[src/rtl/control_unit_pkg.sv]
// Shared definitions for the LEGv8-subset multi-cycle control unit.
// Holds the control-word layout, ALU function codes, sequencer state
// encodings, opcode constants, the immediate-format selector and the
// branch-condition evaluator used by the decoder.
package control_unit_pkg;

  // MSB index of the control word (width CUL+1).
  localparam int CUL = 36;

  // Control-word field positions, for datapath consumers that slice the
  // flat word rather than using ctrl_word_t.
  localparam int CW_PS_LSB  = 35;
  localparam int CW_DA_LSB  = 30;
  localparam int CW_SA_LSB  = 25;
  localparam int CW_SB_LSB  = 20;
  localparam int CW_FS_LSB  = 15;
  localparam int CW_REGW    = 14;
  localparam int CW_RAMW    = 13;
  localparam int CW_EN_RAM  = 12;
  localparam int CW_EN_ALU  = 11;
  localparam int CW_BSEL    = 10;
  localparam int CW_PCSEL   = 9;
  localparam int CW_SL      = 8;
  localparam int CW_IRLOAD  = 7;

  // Sequencer state; the register is 4 bits wide, only two codes are legal.
  typedef enum logic [3:0] {
    S_FETCH   = 4'd0,
    S_EXECUTE = 4'd1
  } state_t;

  // PC select.
  localparam logic [1:0] PS_HOLD = 2'b00;
  localparam logic [1:0] PS_INC  = 2'b01;
  localparam logic [1:0] PS_REG  = 2'b10;
  localparam logic [1:0] PS_REL  = 2'b11;

  // ALU function select.
  localparam logic [4:0] FS_AND   = 5'b00000;
  localparam logic [4:0] FS_ORR   = 5'b00100;
  localparam logic [4:0] FS_ADD   = 5'b01000;
  localparam logic [4:0] FS_SUB   = 5'b01001;
  localparam logic [4:0] FS_EOR   = 5'b01100;
  localparam logic [4:0] FS_PASSB = 5'b10100;

  // Field order matches CW_* positions above, MSB first.
  typedef struct packed {
    logic [1:0] ps;
    logic [4:0] da;
    logic [4:0] sa;
    logic [4:0] sb;
    logic [4:0] fs;
    logic       reg_w;
    logic       ram_w;
    logic       en_ram;
    logic       en_alu;
    logic       b_sel;
    logic       pc_sel;
    logic       sl;
    logic       ir_load;
    logic [6:0] rsvd;
  } ctrl_word_t;

  // DP register opcodes, IR[31:21].
  localparam logic [10:0] OP_ADD  = 11'b10001011000;
  localparam logic [10:0] OP_ADDS = 11'b10101011000;
  localparam logic [10:0] OP_SUB  = 11'b11001011000;
  localparam logic [10:0] OP_SUBS = 11'b11101011000;
  localparam logic [10:0] OP_AND  = 11'b10001010000;
  localparam logic [10:0] OP_ORR  = 11'b10101010000;
  localparam logic [10:0] OP_EOR  = 11'b11001010000;
  localparam logic [10:0] OP_ANDS = 11'b11101010000;

  // DP immediate opcodes, IR[31:22].
  localparam logic [9:0]  OP_ADDI  = 10'b1001000100;
  localparam logic [9:0]  OP_ADDIS = 10'b1011000100;
  localparam logic [9:0]  OP_SUBI  = 10'b1101000100;
  localparam logic [9:0]  OP_SUBIS = 10'b1111000100;

  // Remaining classes, each compared against its own IR prefix.
  localparam logic [8:0]  OP_MOVZ  = 9'b110100101;     // IR[31:23]
  localparam logic [10:0] OP_LDUR  = 11'b11111000010;  // IR[31:21]
  localparam logic [10:0] OP_STUR  = 11'b11111000000;  // IR[31:21]
  localparam logic [5:0]  OP_B     = 6'b000101;        // IR[31:26]
  localparam logic [10:0] OP_BR    = 11'b11010110000;  // IR[31:21]
  localparam logic [7:0]  OP_BCOND = 8'b01010100;      // IR[31:24]

  // Which immediate format drives k.
  typedef enum logic [2:0] {
    K_ZERO,
    K_IMM12,
    K_IMM9,
    K_IMM26,
    K_IMM19,
    K_MOVW
  } k_sel_t;

  // Branch condition against flags {N,Z,C,V}. Codes 1000/1001 are
  // deliberately "never" in this subset; 1110/1111 are "always".
  function automatic logic cond_holds(input logic [3:0] cond,
                                      input logic [3:0] flags);
    logic n, z, c, v, r;
    {n, z, c, v} = flags;
    case (cond)
      4'b0000: r = z;
      4'b0001: r = !z;
      4'b0010: r = c;
      4'b0011: r = !c;
      4'b0100: r = n;
      4'b0101: r = !n;
      4'b0110: r = v;
      4'b0111: r = !v;
      4'b1000,
      4'b1001: r = 1'b0;
      4'b1010: r = (n == v);
      4'b1011: r = (n != v);
      4'b1100: r = !z && (n == v);
      4'b1101: r = z || (n != v);
      default: r = 1'b1;
    endcase
    return r;
  endfunction

endpackage

[src/rtl/control_unit_if.sv]
// Bus between the IR/status registers and the datapath on one side and
// the control unit on the other.
//   IR          instruction register contents
//   status      ALU flags {N,Z,C,V}
//   controlWord datapath control word
//   k           immediate constant
// master: the datapath side (drives IR/status, consumes control)
// slave : the control unit
interface control_unit_if;
  import control_unit_pkg::*;

  logic [31:0]  IR;
  logic [3:0]   status;
  logic [CUL:0] controlWord;
  logic [31:0]  k;

  modport master (output IR, output status, input controlWord, input k);
  modport slave  (input IR, input status, output controlWord, output k);
endinterface

[src/rtl/control_unit_dp_reg_decoder.sv]
// Decoder for the register-register data-processing class.
//   opcode  in   IR[31:21]
//   fs      out  ALU function select
//   sl      out  load status flags (S forms)
//   valid   out  opcode belongs to this class
module dp_reg_decoder
  import control_unit_pkg::*;
(
  input  logic [10:0] opcode,
  output logic [4:0]  fs,
  output logic        sl,
  output logic        valid
);

  // NOTE: every output gets a default before the case so no path leaves
  // a signal unassigned; otherwise synthesis infers a latch.
  always_comb begin
    fs    = FS_AND;
    sl    = 1'b0;
    valid = 1'b1;
    case (opcode)
      OP_ADD:  fs = FS_ADD;
      OP_ADDS: begin fs = FS_ADD; sl = 1'b1; end
      OP_SUB:  fs = FS_SUB;
      OP_SUBS: begin fs = FS_SUB; sl = 1'b1; end
      OP_AND:  fs = FS_AND;
      OP_ANDS: begin fs = FS_AND; sl = 1'b1; end
      OP_ORR:  fs = FS_ORR;
      OP_EOR:  fs = FS_EOR;
      default: valid = 1'b0;
    endcase
  end

endmodule

[src/rtl/control_unit.sv]
// Multi-cycle control unit: FETCH/EXECUTE sequencer plus per-class
// instruction decode. Outputs are combinational from state, IR and status.
//   clock  system clock, rising edge
//   reset  asynchronous, active-high; also forces outputs to zero
//   bus    control_unit_if.slave (IR, status in; controlWord, k out)
module control_unit
  import control_unit_pkg::*;
(
  input  logic          clock,
  input  logic          reset,
  control_unit_if.slave bus
);

  state_t     state, state_next;
  ctrl_word_t cw;
  k_sel_t     k_sel;
  logic [31:0] k_val;

  logic [31:0] ir;
  logic [4:0]  rd, rn, rm;
  logic [4:0]  dp_fs;
  logic        dp_sl, dp_valid;
  logic        is_dpi;

  assign ir = bus.IR;
  assign rd = ir[4:0];
  assign rn = ir[9:5];
  assign rm = ir[20:16];

  assign is_dpi = (ir[31:22] == OP_ADDI)  || (ir[31:22] == OP_ADDIS) ||
                  (ir[31:22] == OP_SUBI)  || (ir[31:22] == OP_SUBIS);

  dp_reg_decoder u_dp_reg_decoder (
    .opcode (ir[31:21]),
    .fs     (dp_fs),
    .sl     (dp_sl),
    .valid  (dp_valid)
  );

  // NOTE: sequential state uses non-blocking assignment so every flop
  // samples the pre-edge value of its inputs.
  always_ff @(posedge clock or posedge reset) begin
    if (reset) state <= S_FETCH;
    else       state <= state_next;
  end

  always_comb begin
    cw         = '0;
    k_sel      = K_ZERO;
    state_next = S_FETCH;  // also recovers from illegal state codes
    case (state)
      S_FETCH: begin
        cw.ps      = PS_INC;
        cw.pc_sel  = 1'b1;
        cw.en_ram  = 1'b1;
        cw.ir_load = 1'b1;
        state_next = S_EXECUTE;
      end
      S_EXECUTE: begin
        if (dp_valid) begin
          cw.da     = rd;
          cw.sa     = rn;
          cw.sb     = rm;
          cw.fs     = dp_fs;
          cw.sl     = dp_sl;
          cw.reg_w  = 1'b1;
          cw.en_alu = 1'b1;
        end else if (is_dpi) begin
          // IR[30] separates SUB from ADD, IR[29] marks the flag-setting form.
          cw.da     = rd;
          cw.sa     = rn;
          cw.fs     = ir[30] ? FS_SUB : FS_ADD;
          cw.sl     = ir[29];
          cw.b_sel  = 1'b1;
          cw.reg_w  = 1'b1;
          cw.en_alu = 1'b1;
          k_sel     = K_IMM12;
        end else if (ir[31:23] == OP_MOVZ) begin
          cw.da     = rd;
          cw.fs     = FS_PASSB;
          cw.b_sel  = 1'b1;
          cw.reg_w  = 1'b1;
          cw.en_alu = 1'b1;
          k_sel     = K_MOVW;
        end else if (ir[31:21] == OP_LDUR) begin
          cw.da     = rd;
          cw.sa     = rn;
          cw.fs     = FS_ADD;
          cw.b_sel  = 1'b1;
          cw.en_ram = 1'b1;
          cw.reg_w  = 1'b1;
          k_sel     = K_IMM9;
        end else if (ir[31:21] == OP_STUR) begin
          cw.sa     = rn;
          cw.sb     = rd;
          cw.fs     = FS_ADD;
          cw.b_sel  = 1'b1;
          cw.ram_w  = 1'b1;
          k_sel     = K_IMM9;
        end else if (ir[31:26] == OP_B) begin
          cw.ps     = PS_REL;
          k_sel     = K_IMM26;
        end else if (ir[31:21] == OP_BR) begin
          cw.ps     = PS_REG;
          cw.sa     = rn;
        end else if (ir[31:24] == OP_BCOND) begin
          cw.ps     = cond_holds(ir[3:0], bus.status) ? PS_REL : PS_HOLD;
          k_sel     = K_IMM19;
        end
      end
      default: ;
    endcase
  end

  // Branch offsets subtract 4 because FETCH has already advanced the PC.
  always_comb begin
    case (k_sel)
      K_IMM12: k_val = {20'd0, ir[21:10]};
      K_IMM9:  k_val = {{23{ir[20]}}, ir[20:12]};
      K_IMM26: k_val = {{4{ir[25]}}, ir[25:0], 2'b00} - 32'd4;
      K_IMM19: k_val = {{11{ir[23]}}, ir[23:5], 2'b00} - 32'd4;
      K_MOVW:  k_val = {16'd0, ir[20:5]} << {ir[22:21], 4'b0000};
      default: k_val = 32'd0;
    endcase
  end

  assign bus.controlWord = reset ? '0    : cw;
  assign bus.k           = reset ? 32'd0 : k_val;

endmodule

[src/flat_wrapper.sv]
// flat-port wrapper written by rule: the top's interface ports become plain ports
module control_unit_flat import control_unit_pkg::*;
  (clock, reset, bus_IR, bus_status, bus_controlWord, bus_k);
  control_unit_if bus_i ();
  input  logic clock;
  input  logic reset;
  input wire logic [$bits(bus_i.IR)-1:0] bus_IR;
  input wire logic [$bits(bus_i.status)-1:0] bus_status;
  output wire logic [$bits(bus_i.controlWord)-1:0] bus_controlWord;
  output wire logic [$bits(bus_i.k)-1:0] bus_k;
  assign bus_i.IR = bus_IR;
  assign bus_i.status = bus_status;
  assign bus_controlWord = bus_i.controlWord;
  assign bus_k = bus_i.k;
  control_unit u_core (.clock(clock), .reset(reset), .bus(bus_i));
endmodule
[config.mk]
export PLATFORM = sky130hd
export DESIGN_NAME = control_unit_flat
export DESIGN_NICKNAME = d
export VERILOG_FILES = /design/src/rtl/control_unit_pkg.sv /design/src/rtl/control_unit_if.sv /design/src/rtl/control_unit_dp_reg_decoder.sv /design/src/rtl/control_unit.sv /design/src/flat_wrapper.sv
export SDC_FILE = /design/constraint.sdc
export NUM_CORES = 1
export LEC_CHECK = 0
export CORE_MARGIN = 2
export CORE_UTILIZATION = 47
export DETAILED_ROUTE_END_ITERATION = 6
export PLACE_DENSITY = 0.89
export SLEW_MARGIN = 15
export SYNTH_ARGS = -nofsm -noshare
export SYNTH_HDL_FRONTEND = slang
export SYNTH_SLANG_ARGS = --single-unit
[constraint.sdc]
create_clock -name clock -period 6.4 [get_ports clock]
set_clock_uncertainty 0.05 [all_clocks]
set_input_delay 1.28 -clock clock [delete_from_list [all_inputs] [get_ports clock]]
set_output_delay 1.28 -clock clock [all_outputs]
set_load 0.005 [all_outputs]
== Yosys cells after proc, flatten, opt, wreduce, memory -nomap -nowiden ==
Cells that the tools add are included.
Word-level totals
  bits in registers: 1
  latch bits: 0
  RAM bits: 0
  memory bits (read-only): 0
  input port bits: 38
  output and inout bits: 69
  word-level logic and storage cells: 130
  memories kept: 0
Cells by class
  $add $sub $neg: 2
  multipliers: 0
  div/mod/pow operators: 0
  order comparisons: 0
  eq/ne operators: 39
  shifts and indexed selects: 1
  muxes and demuxes: 71
  bitwise operators: 0
  reductions and logical operators: 16
Operator list (count)
  case mux 32 bit (5 select lines): 1
  equality test 11 bit, second input constant: 11
  2-to-1 mux 5 bit: 9
  equality test 10 bit, second input constant: 4
  2-to-1 mux 37 bit: 1
  2-to-1 mux 32 bit: 1
  << shifter 16 x 6 -> 32 bit: 1
  2-to-1 mux 10 bit: 3
  subtractor 28 x 4 -> 29 bit, second input constant: 1
  2-to-1 mux 2 bit: 14
  2-to-1 mux 3 bit: 9
  2-to-1 mux 1 bit: 25
  equality test 4 bit, second input constant: 6
  2-to-1 mux 22 bit: 1
  subtractor 21 x 4 -> 22 bit, second input constant: 1
  2-to-1 mux 21 bit: 1
  equality test 4 x 3 -> 1 bit, second input constant: 4
  case mux 4 bit (4 select lines): 1
  case mux 1 bit (13 select lines): 1
  2-to-1 mux 6 bit: 2
  equality test 9 bit, second input constant: 1
  equality test 4 x 2 -> 1 bit, second input constant: 2
  equality test 8 x 7 -> 1 bit, second input constant: 1
  zero test 4 bit: 2
  other kinds (16): 26

== Logic depth before layout (Yosys ltp) ==
  word-level depth: 23
  gate-level depth with buffers: 9
  mapped depth without buffers: 8

== Hierarchy ==
Synthesis repeated with hierarchy kept, for this count alone.
Unflattened totals
  cells, all modules: 416
  area, all modules: 2946.6 um^2
Modules (own cells, without submodules)
  control_unit: instances 1, cells each 401, area each 2836.5 um^2, seq. area each 25.0 um^2
  dp_reg_decoder: instances 1, cells each 15, area each 110.1 um^2, seq. area each 0.0 um^2

== Least setup slack after synthesis ==
Ideal clock, no wire load.
  path type: input to output
  start: input port bus_IR[5]
  end: output port bus_k[27]
  data arrival time: 3.261 ns
  path slack: 1.809 ns
  cell stages on the path: 9
  cell sequence: inv_1 > ha_1 > or3b_2 > or4_1 > buf_2 > nor3_1 > xor2_1 > a221oi_1 > nor2_1
Between the ends
  longest elaborated chain between the ends: 3
Ends and longest elaborated chain
  start: declaration: line flat_wrapper.sv:7  | input wire logic [$bits(bus_i.IR)-1:0] bus_IR;
  subtractor 28 x 4 -> 29 bit or subtractor 21 x 4 -> 22 bit (tied branches): line control_unit.sv:120, control_unit.sv:121
  case mux 32 bit (5 select lines) (*): line control_unit.sv:117  | case (k_sel)
  2-to-1 mux 32 bit (*): line control_unit.sv:128  | assign bus.k = reset ? 32'd0 : k_val;
  end: declaration: line flat_wrapper.sv:10  | output wire logic [$bits(bus_i.k)-1:0] bus_k;
Every way passes the cells marked *; elsewhere a longest branch is shown, timed or not.

== Worst setup path in the final report ==
Ends and elaborated chain as after synthesis.

==> metrics.yaml <==
global_route:
  grt_overflow: 0
  grt_max_degree: 33
  grt_pass1_wl_um: 15100
  gr-usage-all-layers_pct: 33.4
  antenna_found_initial: 0
  grt_pass1_vias: 3090
power_and_ir_drop:
  vdd_ir_drop_max_uv: 23.4
  p_per_area_nw_per_um2: 34.0
  leakage_nw: 1.12
critical_path:
  crit_slowest_cell: "or4_1"
  rr_startpoint: "u_core.state[0]"
  critical_path.cell_chain: "clkdlybuf4s50_1, inv_1, ha_1, or3b_2, or4_1, nor3_1, xor2_1, a221oi_1, nor2_1, clkdlybuf4s50_1"
  reg2reg_setup_slack_ns: 5.51
  path_class: "in -> out"
  r2r_cells: 1
  r2r_end: "u_core.state[0]"
  startpoint: "bus_IR[5]"
  crit_buf_inv: 3
  critPathLaunchType: "input pin"
  cp_common_cell: "clkdlybuf4s50_1"
  cp_top_family: "simple AND/OR/NAND/NOR gates"
  worstPathArrival_ns: 4.67
  slowest_delay_ns: 0.66
  cp.depth: 10
  critPathMaxFanout: 8
  worst_ep_required_time_ns: 5.07
  end_kind: "primary output"
  endpoint: "bus_k[27]"
detailed_routing:
  finalWirelength_um: 9700
  wl_per_cell_um: 18.4
  firstDrtPassIters: 7
  vias_per_cell: 6.43
  drt_iter0_markers: 605
  drc_errors: 0
  vias: 3380
  ant_nets: 0
layout:
  fin_util_pct: 67.8
  final-seq-area_sq_um: 25.0
  fillers: 453
  multi_input_area_sq_um: 2140
  top_regs: "u_core.state x1"
  largest_register_ffs: 1
  syn2layout_area_growth_pct: 41.0
  finish.net_count: 502
  largest_register: "u_core.state"
  antenna_cells: 0
  drive_gt1_share_pct: 8.33
floorplan:
  core_region_area_sq_um: 5040
  rows: 26
  io_pins: 107
  fp.dieH_um: 75.8
  die_x_um: 75.8
  start_util_pct: 48.1
  dieArea_sq_um: 5750
yosys:
  synthTopCellsByCount: "nor2_1 (35), nand2_1 (34), a21oi_1 (25)"
  synth-compound-area-share_pct: 30.3
  synth_edf_count: 0
  synth.avg_cell_area_sq_um: 6.41
  synth.distinct_cells: 66
  synth-main-ff-cell: "dfrtp_1"
  ys_ff_latch: 1
  synthTopCellsByArea: "xor2_1 (7.2%), xnor2_1 (6.9%), nor2_1 (5.4%)"
  synth_xor_area_share_pct: 14.1
  async_flop_share_pct: 100
  yosysTopAreaCell: "xor2_1"
  yosysWarnings: 0
  synthMuxAreaShare_pct: 1.65
  synth.most_common_cell: "nor2_1"
  synth-simple-area-share_pct: 37.3
  synth_area_sq_um: 2420
  synth_top_family_by_area: "simple AND/OR/NAND/NOR gates"
  synthAdderAreaFrac_pct: 3.10
  yosysSeqAreaShare_pct: 1.03
  synth_top_area_share_pct: 7.23
  netlist_instances: 378
clock_network:
  hold_buffers: 0
  ctsResizeCount: 0
  insertion_delay_ns: 0
  cts.clk_slew.worst_paths_ns: 0
  cts_setup_buffers: 0
hold_path:
  hold_path_class: "reg -> reg"
sta:
  rsz0062_at_grt: "false"
  period_share_pct: 93.7
  tightest_slew_ns: 0.685
  report.final.setup_viol: 0
  finalSetupTns_ns: 0
  period_needed_ns: 6.00
  max_clock_freq_ghz: 0.167
  hold_viol: 0
  slew_violations: 0
  slew_headroom_pct: 54.2
placed_design:
  port_buffers: 98
  dp_hpwl_um: 7270
  gp_congestion: 1.01
flow_run:
  drv_cap: 0
run_status:
  outcome: "finished clean"
metrics by stage:
step	cell area [sq um]	setup slack, ns	cells	hold WS (ns)	power (mW)
floorplan	2450	1.81	385	0.591	0.0683
finish	3420	0.402	526	0.696	0.116
detailed placement	3420	0.458	526	0.667	0.112
global placement	3420	0.475	526	0.667	0.111
CTS	3420	0.457	526	0.664	0.113
global route	3420	0.207	526	0.709	0.123
how the worst min path moves through the flow:
stage	end	slack [ns]	from	depth (start not counted)
4_1_cts	u_core.state[0]	0.66	u_core.state[0]	1
6_report	u_core.state[0]	0.70	u_core.state[0]	1
3_5_place_dp	u_core.state[0]	0.67	u_core.state[0]	1
5_1_grt	u_core.state[0]	0.71	u_core.state[0]	1
2_1_floorplan	u_core.state[0]	0.59	u_core.state[0]	2
3_3_place_gp	u_core.state[0]	0.67	u_core.state[0]	1
area by class of cell:
type | instances | area share, %
Tap cell | 70 | 2.56
Multi-Input combinational cell | 326 | 62.5
Sequential cell | 1 | 0.732
Inverter | 12 | 1.32
Timing Repair Buffer | 117 | 32.9
cell families (layout without fill, tap and decap cells):
| group | Yosys count | in the layout |
|---|---|---|
| multiplexers | 4 | 4 |
| flip-flops | 1 | 1 |
| adder cells (fa/ha/maj) | 6 | 6 |
| AO/OA/AOI/OAI | 105 | 105 |
| AND/OR/NAND/NOR | 164 | 164 |
| other | 1 | 8 |
| buffers and inverters | 58 | 129 |
| XOR/XNOR | 39 | 39 |
power breakdown:
group          total (mW)  switching [mW]  internal, mW
clock network           0               0             0
logic               0.110          0.0621        0.0477
registers         0.00644               0       0.00644
total               0.116          0.0621        0.0542
cell usage in the layout (no fill, tap or decap), drive strengths merged, types with 8 or more instances in the layout:
cell type,instances
buf,19
nand3,13
conb,8
a21oi,26
a31oi,8
clkdlybuf4s50,98
xor2,20
inv,12
xnor2,19
o21ai,19
a222oi,9
a22oi,13
nor3,12
nor4,14
nor2,35
nand2,34
and2,15
metal layers:
layer	global-route usage (%)	share of wire, %	vias up
met3	2.38	11	48
met2	58.1	47	251
li1	-	-	1536
met5	0	0	-
met1	44.3	38	1545
met4	8.58	3.5	0
Power figures use the tool's default switching activity.
